<file path="config.mk">
export PLATFORM = sky130hd
export DESIGN_NAME = instr_fetch
export DESIGN_NICKNAME = d
export VERILOG_FILES = /design/src/rtl/mips_pkg.sv /design/src/rtl/fetch_fifo.sv /design/src/rtl/instr_fetch.sv
export SDC_FILE = /design/constraint.sdc
export NUM_CORES = 1
export LEC_CHECK = 0
export BUFFER_PORTS_ARGS = -buffer_cell sky130_fd_sc_hd__buf_2
export CAP_MARGIN = 20
export CORE_MARGIN = 2
export CORE_UTILIZATION = 50
export CTS_CLUSTER_SIZE = 28
export DETAILED_ROUTE_END_ITERATION = 16
export PLACE_DENSITY_LB_ADDON = 0.25
export SKIP_LAST_GASP = 1
export SLEW_MARGIN = 20
export SYNTH_ARGS = -nofsm -noshare
export SYNTH_HDL_FRONTEND = slang
export SYNTH_SLANG_ARGS = --single-unit
</file>
<file path="constraint.sdc">
create_clock -name clk -period 5.21 [get_ports clk]
set_clock_uncertainty 0.05 [all_clocks]
set_input_delay 1.042 -clock clk [delete_from_list [all_inputs] [get_ports clk]]
set_output_delay 1.042 -clock clk [all_outputs]
set_load 0.02 [all_outputs]
</file>
<file path="src/rtl/mips_pkg.sv">
// Shared definitions for the fetch front end.
//   fetch_state_e : instruction fetch FSM states (IDLE/WAIT/DROP)
//   INSTR_WIDTH   : instruction word width
//   NOP           : instruction presented when nothing is buffered
package mips_pkg;

  localparam int unsigned INSTR_WIDTH = 32;
  localparam logic [INSTR_WIDTH-1:0] NOP = 32'h0;

  typedef enum logic [1:0] {
    IDLE = 2'd0,
    WAIT = 2'd1,
    DROP = 2'd2
  } fetch_state_e;

endpackage

</file>
<file path="src/rtl/fetch_fifo.sv">
// Prefetch buffer for fetched {instruction, pc} entries.
//   clk, rst_n : clock, async active-low reset
//   push/wdata : write an entry at the tail
//   pop        : remove the head entry
//   flush      : empty the buffer (overrides push/pop)
//   head       : current head entry
//   count      : number of valid entries (0..DEPTH)
// DEPTH must be a power of two so the pointers wrap naturally.
module fetch_fifo #(
  parameter int unsigned DEPTH = 2,
  parameter int unsigned WIDTH = 40
) (
  input  logic                     clk,
  input  logic                     rst_n,
  input  logic                     push,
  input  logic                     pop,
  input  logic                     flush,
  input  logic [WIDTH-1:0]         wdata,
  output logic [WIDTH-1:0]         head,
  output logic [$clog2(DEPTH):0]   count
);

  localparam int unsigned AW = $clog2(DEPTH);

  logic [WIDTH-1:0] mem_q [DEPTH];
  logic [WIDTH-1:0] mem_d [DEPTH];
  logic [AW-1:0]    rd_ptr_q, rd_ptr_d;
  logic [AW-1:0]    wr_ptr_q, wr_ptr_d;
  logic [AW:0]      count_q, count_d;

  always_comb begin
    mem_d    = mem_q;
    rd_ptr_d = rd_ptr_q;
    wr_ptr_d = wr_ptr_q;
    count_d  = count_q;
    if (flush) begin
      rd_ptr_d = '0;
      wr_ptr_d = '0;
      count_d  = '0;
    end else begin
      if (push) begin
        mem_d[wr_ptr_q] = wdata;
        wr_ptr_d        = wr_ptr_q + AW'(1);
      end
      if (pop) begin
        rd_ptr_d = rd_ptr_q + AW'(1);
      end
      count_d = count_q + {{AW{1'b0}}, push} - {{AW{1'b0}}, pop};
    end
  end

  always_ff @(posedge clk or negedge rst_n) begin
    if (!rst_n) begin
      mem_q    <= '{default: '0};
      rd_ptr_q <= '0;
      wr_ptr_q <= '0;
      count_q  <= '0;
    end else begin
      mem_q    <= mem_d;
      rd_ptr_q <= rd_ptr_d;
      wr_ptr_q <= wr_ptr_d;
      count_q  <= count_d;
    end
  end

  assign head  = mem_q[rd_ptr_q];
  assign count = count_q;

endmodule

</file>
<file path="src/rtl/instr_fetch.sv">
// Instruction fetch unit: issues one word request at a time to instruction
// memory, buffers responses in fetch_fifo and presents them to decode.
//   clk, rst_n          : clock, async active-low reset
//   imem_req/imem_addr  : registered fetch request and word address
//   imem_ack/imem_rdata : memory response (ends the request)
//   redirect_valid/_pc  : branch/jump redirect, flushes the buffer
//   inst_valid/_ready   : handshake to the decode stage
//   instruction/inst_pc : buffer head (NOP / 0 when empty)
//   fetch_count         : accepted-instruction counter, present only when
//                         INSTR_FETCH_PERF_CNT_EN is defined
module instr_fetch
  import mips_pkg::*;
#(
  parameter int unsigned          PC_WIDTH   = 8,
  parameter int unsigned          FIFO_DEPTH = 2,
  parameter logic [PC_WIDTH-1:0]  RESET_PC   = '0
) (
  input  logic                   clk,
  input  logic                   rst_n,
  output logic                   imem_req,
  output logic [PC_WIDTH-1:0]    imem_addr,
  input  logic                   imem_ack,
  input  logic [INSTR_WIDTH-1:0] imem_rdata,
  input  logic                   redirect_valid,
  input  logic [PC_WIDTH-1:0]    redirect_pc,
  output logic                   inst_valid,
  input  logic                   inst_ready,
  output logic [INSTR_WIDTH-1:0] instruction,
  output logic [PC_WIDTH-1:0]    inst_pc
`ifdef INSTR_FETCH_PERF_CNT_EN
  ,
  output logic [31:0]            fetch_count
`endif
);

  localparam int unsigned EW = INSTR_WIDTH + PC_WIDTH;
  localparam int unsigned CW = $clog2(FIFO_DEPTH) + 1;

  fetch_state_e        state_q, state_d;
  logic [PC_WIDTH-1:0] pc_q, pc_d;
  logic [PC_WIDTH-1:0] addr_q, addr_d;
  logic                req_q, req_d;

  logic                push, pop, flush, empty;
  logic [EW-1:0]       head;
  logic [CW-1:0]       count;

  fetch_fifo #(
    .DEPTH (FIFO_DEPTH),
    .WIDTH (EW)
  ) u_fifo (
    .clk   (clk),
    .rst_n (rst_n),
    .push  (push),
    .pop   (pop),
    .flush (flush),
    .wdata ({imem_rdata, pc_q}),
    .head  (head),
    .count (count)
  );

  assign empty       = (count == '0);
  assign flush       = redirect_valid;
  assign inst_valid  = !empty && !redirect_valid;
  assign pop         = inst_valid && inst_ready;
  assign instruction = empty ? NOP : head[EW-1:PC_WIDTH];
  assign inst_pc     = empty ? '0  : head[PC_WIDTH-1:0];

  // Issuing only while count < depth reserves the slot the response will
  // land in; with one request outstanding the push can never overflow.
  always_comb begin
    state_d = state_q;
    pc_d    = pc_q;
    addr_d  = addr_q;
    req_d   = req_q;
    push    = 1'b0;
    if (redirect_valid) begin
      pc_d = redirect_pc;
    end
    case (state_q)
      IDLE: begin
        if (!redirect_valid && (count < CW'(FIFO_DEPTH))) begin
          req_d   = 1'b1;
          addr_d  = pc_q;
          state_d = WAIT;
        end
      end
      WAIT: begin
        if (imem_ack) begin
          req_d   = 1'b0;
          state_d = IDLE;
          if (!redirect_valid) begin
            push = 1'b1;
            pc_d = pc_q + PC_WIDTH'(1);
          end
        end else if (redirect_valid) begin
          state_d = DROP;
        end
      end
      DROP: begin
        // Request stays up on the old address; its response is discarded.
        if (imem_ack) begin
          req_d   = 1'b0;
          state_d = IDLE;
        end
      end
      default: state_d = IDLE;
    endcase
  end

  always_ff @(posedge clk or negedge rst_n) begin
    if (!rst_n) begin
      state_q <= IDLE;
      pc_q    <= RESET_PC;
      addr_q  <= RESET_PC;
      req_q   <= 1'b0;
    end else begin
      state_q <= state_d;
      pc_q    <= pc_d;
      addr_q  <= addr_d;
      req_q   <= req_d;
    end
  end

  assign imem_req  = req_q;
  assign imem_addr = addr_q;

`ifdef INSTR_FETCH_PERF_CNT_EN
  logic [31:0] fetch_count_q, fetch_count_d;

  always_comb begin
    fetch_count_d = fetch_count_q;
    if (pop) begin
      fetch_count_d = fetch_count_q + 32'd1;
    end
  end

  always_ff @(posedge clk or negedge rst_n) begin
    if (!rst_n) begin
      fetch_count_q <= '0;
    end else begin
      fetch_count_q <= fetch_count_d;
    end
  end

  assign fetch_count = fetch_count_q;
`endif

endmodule

</file>
# Word-level counts from Yosys, hierarchy flattened
# Index checks and enable logic that the tools add are counted.
# word_totals
regBits	103
output_inout_bits	50
wordCells	71
# op_classes
addsub	5
magnitude_cmp	4
eq_ne	6
n_mux	28
n_bitwise	3
reduce_logical	16
# op_table
op	n
40-bit 2-to-1 mux	4
80-bit bitwise mux	1
40-bit demux with 1-bit select	1
8-bit 2-to-1 mux	5
32-bit 2-to-1 mux	1
2-bit 2-to-1 mux	5
1-bit 2-to-1 mux	9
8-bit by 1-bit adder with 8-bit output, second input constant	1
2-bit case mux with 3 select lines	1
3-bit AND reduction	2
2-bit nonzero test	3
2-bit >= comparator, second input constant	2
1-bit logical AND	4
2-bit logical NOT	2
2-bit != test, second input constant	2
1-bit inverter with 2-bit output	2
2-bit AND reduction	2
3-bit != test, second input constant	1
1-bit adder, second input constant	2
2-bit by 1-bit adder with 2-bit output	1
2-bit by 1-bit == test with 1-bit output, second input constant	1
2-bit == test, second input constant	1
1-bit logical NOT	2
2-bit by 1-bit < comparator with 1-bit output, second input constant	1
6 further kinds	6

# Logic depth before layout (Yosys ltp)
# Gate-level depths: netlist (run 1).
# depth
word_depth	6
depth_mapped	10
depth_no_buf	9

# Modules after synthesis
# From an unflattened synthesis (run 1), not the netlist that was laid out.
# hier_totals
hier_cells	366
area_unflattened_um2	4951.0
# by_module_without_submodules
module	n_inst	cells_each	area_each_um2	seq_area_each_um2
fetch_fifo	1	230	3681.0	2102.0
instr_fetch	1	136	1270.0	475.5

# Worst setup path after synthesis (run 1)
# Ideal clock, no wire load.
# synth_timing
kind	input port to flip-flop
from	in redirect_valid
to	reg u_fifo.count_q[1] (netlist: u_fifo.count[1])
setup_time_ps	131
arrival_ps	2633
t_required_ps	5029
slack_ps	2396
path_stages	10
n_path_buf	2
path_cell_list	buf_4 -> clkbuf_1 -> nor2_1 -> and2_1 -> ha_1 -> inv_1 -> ha_1 -> xor2_1 -> xnor2_1 -> nor2_1
# synth_via
elab_cells_between_ends	9
cone_classes	2 x add/sub; 4 x mux; 3 x reduce/logical
# synth_lines
element	line	text
start, declared	instr_fetch.sv:24	input logic redirect_valid,
1-bit logical NOT	--	
1-bit logical AND	instr_fetch.sv:64	assign inst_valid = !empty && !redirect_valid;
named net inst_valid	instr_fetch.sv:26	output logic inst_valid,
1-bit logical AND	instr_fetch.sv:65	assign pop = inst_valid && inst_ready;
2-bit by 1-bit subtractor with 2-bit output	fetch_fifo.sv:48	count_d = count_q + {{AW{1'b0}}, push} - {{AW{1'b0}}, pop};
2-bit 2-to-1 mux	fetch_fifo.sv:36	if (flush) begin
named net u_fifo.count_d[1]	fetch_fifo.sv:29	logic [AW:0] count_q, count_d;
end signal, assigned	fetch_fifo.sv:62	count_q <= count_d;
end, declared	fetch_fifo.sv:29	
# The timed path passes the listed nets, and every way through them passes these cells.
# A chain may end at the register's enable or synchronous reset.

# Worst setup path after layout (run 1)
# layout_timing
from	reg u_fifo.rd_ptr_q
to	out instruction[18]
# layout_via
elab_chain_len	5
# layout_lines
element	line	text
start, declared	fetch_fifo.sv:27	logic [AW-1:0] rd_ptr_q, rd_ptr_d;
start signal, assigned	fetch_fifo.sv:60	rd_ptr_q <= rd_ptr_d;
1-bit inverter with 2-bit output (not written as such)	fetch_fifo.sv:66	assign head = mem_q[rd_ptr_q];
40-bit 2-to-1 mux (not written as such) (3 in series)	fetch_fifo.sv:66	
32-bit 2-to-1 mux	instr_fetch.sv:66	assign instruction = empty ? NOP : head[EW-1:PC_WIDTH];
end, declared	instr_fetch.sv:28	output logic [INSTR_WIDTH-1:0] instruction,
# No other way between the ends. The select of a mux whose other input is x is not followed.

==> results.py, run 1 <==
metrics = {
    "synthesis": {
        "ys_async_sr_fraction_pct": 100,
        "synth-main-ff-cell": "dfrtp_1",
        "synth-edff-count": 0,
        "yosys_warnings": 0,
        "synth_cell_types": 32,
        "syn_avg_cell_area_um2": 13.4,
        "ys_ff_latch": 103,
        "syn_area_mm2": 0.00495,
        "synth_seq_area_share_pct": 52.1,
        "synth_nets": 421,
        "synthCells": 369,
    },
    "timing": {
        "tns_ns": 0,
        "setup_viol": 0,
        "drv_slew": 0,
        "max_slew_margin_pct": 37.0,
        "layout_setup_ws_ns": 1.94,
        "hold_viol": 0,
        "max_freq_ghz": 0.306,
        "layout_min_cycle_time_ns": 3.27,
        "tightest_slew_ns": 0.943,
        "finalCritPeriodShare_pct": 62.7,
        "rsz0062_at_grt": "false",
    },
    "worst_setup_path": {
        "cp-start-kind": "flip-flop",
        "critical_path_arrival_ns": 2.17,
        "reg2reg_depth": 9,
        "cp.required_ns": 4.12,
        "critPathLaunch": "u_fifo.rd_ptr_q",
        "critPathMaxFanout": 26,
        "worst_r2r_endpoint": "u_fifo.count[1]",
        "end_kind": "primary output",
        "setup.worst_path.end": "instruction[18]",
        "r2r_slack_ns": 2.60,
        "critPathKind": "reg -> out",
        "r2r_start": "u_fifo.count[1]",
    },
    "clock_tree": {
        "holdBufCountCts": 0,
        "cts_tree": "yes",
        "cts_buffers": 9,
        "root_buffer": "clkbuf_8",
        "clkSlewWorstSetupHoldPaths_ns": 0.10,
        "worstSkewPairLatency_ns": 0.35,
        "ctsHtreeMaxLevel": 3,
        "cts_setup_buffers": 0,
        "clockBufferDepth": 2,
        "cts.sinks": 103,
        "cts_resized": 0,
    },
    "power_and_ir_drop": {
        "power.static_leakage_uw": 0.00277,
        "switching_power_uw": 1130,
        "p_int_uw": 2090,
        "p_clk_share_pct": 15.8,
        "p_sw_share_pct": 35.1,
        "ir_drop_mv": 0.264,
        "pwr-share-seq_pct": 43.8,
        "power_frac_comb_pct": 40.4,
        "powerDensity_mw_per_mm2": 568,
    },
    "run": {
        "cap_violations": 0,
    },
    "global_routing": {
        "grt_pass1_vias": 3019,
        "grt_max_degree": 67,
        "grt-ovfl-total": 0,
        "antenna_found_initial": 0,
        "grt_pass1_wl_um": 15200,
        "grt_usage_pct": 18.4,
    },
    "route": {
        "vias_per_cell": 5.14,
        "wire_per_inst_um": 15.6,
        "drt-pass1-iter-count": 4,
        "ant_nets": 0,
        "vias": 3051,
        "wl_um": 9250,
        "drt-initial-drc-count": 97,
        "drc": 0,
    },
    "worst_hold_path": {
        "hold_path.class": "reg -> reg",
        "holdPathStages": 1,
        "min_from": "u_fifo.mem_q[69]",
    },
    "cells_and_area": {
        "syn2layout_area_growth_pct": 14.7,
        "drive_gt1_share_pct": 45.3,
        "design.final.nets": 508,
        "fill_cells": 825,
        "diodes": 0,
    },
    "floorplanning": {
        "die_w_um": 103,
        "die_area_mm2": 0.0107,
        "start_util_pct": 51.1,
        "io_pins": 95,
        "core_area_mm2": 0.00968,
        "rows": 36,
        "chipHeight_um": 103,
    },
    "placement": {
        "place_ws_ns": 2.32,
        "place_congestion": 0.763,
        "numPortBuffers": 94,
        "hpwlAfterDp_um": 6210,
    },
    "status": {
        "status": "complete, no violations",
    },
}
==> layout make-up <==
| class | instances | area, um2 | share of cell area, % |
|---|---|---|---|
| tap | 133 | 166 | 2.93 |
| inverter | 5 | 18.8 | 0.331 |
| timing repair buffer | 97 | 495 | 8.73 |
| multi-input combinational | 240 | 2210 | 39.0 |
| clock inverter | 6 | 67.6 | 1.19 |
| sequential | 103 | 2580 | 45.4 |
| clock buffer | 10 | 138 | 2.43 |
==> worst min-delay path by stage <==
stage | slack [ns] | end
2_1_floorplan | 0.41 | u_fifo.mem_q[67]
5_1_grt | 0.48 | u_fifo.mem_q[70]
4_1_cts | 0.45 | u_fifo.mem_q[69]
3_5_place_dp | 0.43 | u_fifo.mem_q[69]
6_report | 0.45 | u_fifo.mem_q[69]
3_3_place_gp | 0.42 | u_fifo.mem_q[69]
==> sequential cells by signal, summed over array words and instances (netlist names) <==
name and flops:
imem_addr 8, u_fifo.count 2, u_fifo.mem_q 80, imem_req 1, pc_q 8, state_q 2
u_fifo.rd_ptr_q 1, u_fifo.wr_ptr_q 1
==> metal layers <==
layer  track usage, %  routed length, um  vias to the layer above
met3             3.83                451                       11
met2             28.0               4260                       77
met5                0                  0                        -
met4             5.16                 99                        0
met1             27.1               4440                     1513
li1                 -                  -                     1450
==> critical path, stage by stage (launching register included) <==
cell	delay, ns
dfrtp_2	0.90
buf_4	0.41
mux2i_1	0.26
nor2_1	0.05
buf_2	0.19
==> cells in the mapped netlist, types with 2 or more instances <==
master / number / area share (%)
dfrtp_1: 103 / 52
mux2_2: 47 / 11
nor2_1: 47 / 3.6
mux2i_1: 41 / 8.3
mux2_4: 40 / 12
nand2_1: 13 / 0.99
o21ai_0: 11 / 1.1
buf_6: 8 / 1.8
clkbuf_1: 8 / 0.61
ha_1: 7 / 1.8
xor2_1: 6 / 1.1
inv_1: 5 / 0.38
xnor2_1: 5 / 0.89
buf_2: 4 / 0.40
mux2_1: 3 / 0.68
nor3_1: 3 / 0.30
a21oi_1: 2 / 0.20
nand2_4: 2 / 0.46
==> placed cells by master (no fill, tap or decap), types with 2 or more instances in the layout <==
| cell | n |
|---|---|
| xor2_1 | 6 |
| a21oi_1 | 2 |
| ha_1 | 7 |
| nor3_1 | 3 |
| xnor2_1 | 5 |
| buf_2 | 93 |
| nand2_1 | 13 |
| inv_1 | 5 |
| buf_4 | 4 |
| nor2_4 | 2 |
| nand2_4 | 2 |
| mux2_2 | 47 |
| mux2_1 | 3 |
| dfrtp_1 | 102 |
| clkinvlp_4 | 2 |
| mux2_4 | 40 |
| nor2_1 | 46 |
| o21ai_0 | 11 |
| clkbuf_8 | 10 |
| mux2i_1 | 41 |
==> logic make-up (layout without fill, tap and decap cells) <==
logic type | Yosys count | in the layout | synth area share (%)
muxes | 131 | 131 | 31.8
DFF | 103 | 103 | 52.1
and+or+nand+nor | 73 | 73 | 6.93
buffers and inverters | 26 | 118 | 3.36
AOI/OAI and AO/OA | 18 | 18 | 2.07
xor gates and xnor gates | 11 | 11 | 1.95
adders and majority gates | 7 | 7 | 1.77
==> metrics by stage <==
stage          cell area, um2  power (uW)  utilization (%)  hold slack, ns  std cells
5_1_grt                  5680        3450             58.6           0.476        594
4_1_cts                  5680        3260             58.6           0.448        594
6_report                 5680        3220             58.6           0.448        594
2_1_floorplan            4950        2400                -           0.407        369
3_3_place_gp             5470        2700             56.5           0.417        578
3_5_place_dp             5470        2740             56.5           0.429        578
==> power by group through the flow <==
stage	clock network, uW	registers (uW)	logic, uW
finish	509	1410	1300
global route	556	1460	1430
floorplan	0	1370	1030
global placement	0	1410	1290
CTS	524	1410	1320
detailed placement	0	1430	1320
Note: power is estimated with default switching activity, not from simulation.
==> run 2: changes to the inputs <==
--- a/config.mk
+++ b/config.mk
@@ -5,6 +5,7 @@
 export SDC_FILE = /design/constraint.sdc
 export NUM_CORES = 1
 export LEC_CHECK = 0
+export ABC_AREA = 1
 export BUFFER_PORTS_ARGS = -buffer_cell sky130_fd_sc_hd__buf_2
 export CAP_MARGIN = 20
 export CORE_MARGIN = 2
==> constraint.sdc (replaced) <==
create_clock -name clk -period 2.85 [get_ports clk]
set_clock_uncertainty 0.05 [all_clocks]
set_input_delay 0.57 -clock clk [delete_from_list [all_inputs] [get_ports clk]]
set_output_delay 0.57 -clock clk [all_outputs]
set_load 0.02 [all_outputs]
==> results.py, run 2 <==
metrics = {
    "status": {
        "status": "complete, no violations",
    },
    "worst_setup_path": {
        "end_kind": "primary output",
        "cp-start-kind": "flip-flop",
        "critPathKind": "reg -> out",
        "critPathMaxFanout": 15,
        "reg2reg_depth": 7,
        "critical_path_arrival_ns": 1.82,
        "cp.required_ns": 2.23,
    },
    "synthesis": {
        "ys_async_sr_fraction_pct": 100,
        "synth_area_leader_cell": "dfrtp_1",
        "yosys.area.top_type_share_pct": 52.1,
        "synth_most_common_cell": "nand2_1",
        "synth_seq_area_share_pct": 52.1,
        "syn_area_mm2": 0.00495,
        "synth-edff-count": 0,
        "yosys_warnings": 0,
        "synth_nets": 631,
        "ys_ff_latch": 103,
        "synth-main-ff-cell": "dfrtp_1",
        "syn_avg_cell_area_um2": 8.55,
        "synth_cell_types": 21,
        "synth_commonest_cells": "nand2_1, dfrtp_1, inv_1",
        "synthTopCellsByArea": "dfrtp_1, nand2_1, o21ai_2, a21oi_1, inv_1",
        "synthCells": 579,
    },
    "global_routing": {
        "antenna_found_initial": 0,
        "grt_usage_pct": 21.1,
        "grt_pass1_vias": 3736,
        "grt_max_degree": 82,
        "grt-ovfl-total": 0,
        "grt_pass1_wl_um": 17500,
    },
    "route": {
        "drc": 0,
        "vias_per_cell": 4.92,
        "drt-pass1-iter-count": 4,
        "ant_nets": 0,
        "wire_per_inst_um": 13.3,
        "drt-initial-drc-count": 307,
        "wl_um": 10500,
        "top_layer": "met4",
        "met2WireLength_um": 5040,
        "met1Wirelength_um": 4850,
        "vias": 3911,
        "wl_met3_um": 493,
    },
    "floorplanning": {
        "io_pins": 95,
        "die_w_um": 103,
        "rows": 36,
        "core_area_mm2": 0.00968,
        "start_util_pct": 51.1,
        "chipHeight_um": 103,
        "die_area_mm2": 0.0107,
    },
    "cells_and_area": {
        "stdcell_count": 795,
        "design.final.nets": 709,
        "syn2layout_area_growth_pct": 13.6,
        "drive_gt1_share_pct": 24.0,
        "final_common_cell": "nand2_1",
        "regMostFlops": "u_fifo.mem_q",
        "fin_area_mm2": 0.00562,
        "fill_cells": 894,
        "most-common-layout-cells": "nand2_1, dfrtp_1, buf_2, inv_1, a21oi_1",
        "diodes": 0,
        "largest_reg_flops": 80,
    },
    "clock_tree": {
        "clkSlewWorstSetupHoldPaths_ns": 0.09,
        "ctsHtreeMaxLevel": 3,
        "holdBufCountCts": 0,
        "cts_resized": 0,
        "worstSkewPairLatency_ns": 0.36,
        "cts_setup_buffers": 0,
        "cts_buffers": 9,
        "clockBufferDepth": 2,
        "root_buffer": "clkbuf_8",
        "cts.sinks": 103,
        "cts_tree": "yes",
    },
    "placement": {
        "dp_cells": 779,
        "placed_cell_area_mm2": 0.00540,
        "hpwlAfterDp_um": 6870,
        "numPortBuffers": 94,
        "place_congestion": 0.796,
    },
    "power_and_ir_drop": {
        "power_frac_comb_pct": 35.5,
        "p_int_uw": 3260,
        "ir_drop_mv": 0.461,
        "switching_power_uw": 2020,
        "pwr-share-seq_pct": 45.3,
        "powerDensity_mw_per_mm2": 938,
        "p_sw_share_pct": 38.3,
        "power.static_leakage_uw": 0.00297,
        "p_clk_share_pct": 19.1,
    },
    "timing": {
        "hold_ws_ns": 0.173,
        "hold_viol": 0,
        "setup_viol": 0,
        "drv_slew": 0,
        "tns_ns": 0,
        "layout_min_cycle_time_ns": 2.44,
        "max_slew_margin_pct": 37.7,
        "finalCritPeriodShare_pct": 85.5,
        "tightest_slew_ns": 0.934,
        "rsz0062_at_grt": "false",
        "max_freq_ghz": 0.410,
    },
    "run": {
        "cap_violations": 0,
    },
    "worst_hold_path": {
        "hold_path.class": "in -> async",
    },
}
==> run 2: cell count changes in the layout (fill, tap and decap cells not counted), sizes merged, moves of 5 or more <==
cell   previous run  this run
inv               6        58
nand3             2         9
mux2i            41         0
xor2              6         1
o21ai            11       100
nand2            15       204
mux2             90         0
a21oi             2        43
xnor2             5         0
nor2             48        17
==> run 2: logic make-up (layout without fill, tap and decap cells) <==
logic type               count (synthesis)  after routing  share of synthesized area [%]
XOR/XNOR                                 1              1                          0.177
AO/OA/AOI/OAI                          145            145                           17.7
AND/OR/NAND/NOR                        233            233                           18.8
buffers and inverters                   90            173                           9.45
adder cells (fa/ha/maj)                  7              7                           1.77
flip-flops                             103            103                           52.1
==> run 2: critical path, stage by stage, from the launching register on <==
cell,delay [ns]
dfrtp_1,0.39
inv_1,0.36
buf_4,0.30
nand2_1,0.07
a21oi_1,0.14
buf_2,0.19
==> run 2: power by group through the flow <==
stage	combinational, uW	clock [uW]	sequential [uW]
5_1_grt	2150	1090	2460
6_report	1870	1010	2390
4_1_cts	1910	1040	2390
2_1_floorplan	1380	0	2400
3_3_place_gp	1840	0	2380
3_5_place_dp	1890	0	2410
==> run 2: per-stage QoR <==
step / total power [uW] / utilization (%) / worst slack (ns)
after floorplan: 3780 / - / 0.904
after global placement: 4230 / 55.7 / 0.820
after detailed placement: 4310 / 55.7 / 0.762
after CTS: 5330 / 58.0 / 0.377
after global routing: 5710 / 58.0 / 0.191
final: 5270 / 58.0 / 0.413
==> run 2: layer usage <==
layer / global-route usage (%) / vias up
li1: - / 1992
met1: 29.8 / 1813
met2: 33.4 / 92
met3: 2.89 / 14
met4: 8.00 / 0
met5: 0 / -
==> run 2: cell type report <==
cell class              count  area [um2]  share of cell area, %
well taps                 133         166                   2.96
inverters                  58         220                   3.92
clock inverters             5        81.3                   1.45
multi-input cells         386        1910                   34.0
clock buffers              11         141                   2.52
repair buffers             99         523                   9.30
flip-flops and latches    103        2580                   45.8
==> run 2: worst paths after layout <==
check	start	end	slack (ns)
hold / removal	rst_n	u_fifo.mem_q[17]	0.17
setup reg to reg	state_q[1]	u_fifo.mem_q[59]	0.72
setup / recovery	u_fifo.rd_ptr_q	instruction[23]	0.41
max in group asynchronous	rst_n	u_fifo.mem_q[2]	1.89
min in group clk	redirect_pc[3]	pc_q[3]	0.35
hold reg to reg	u_fifo.mem_q[3]	u_fifo.mem_q[3]	0.44
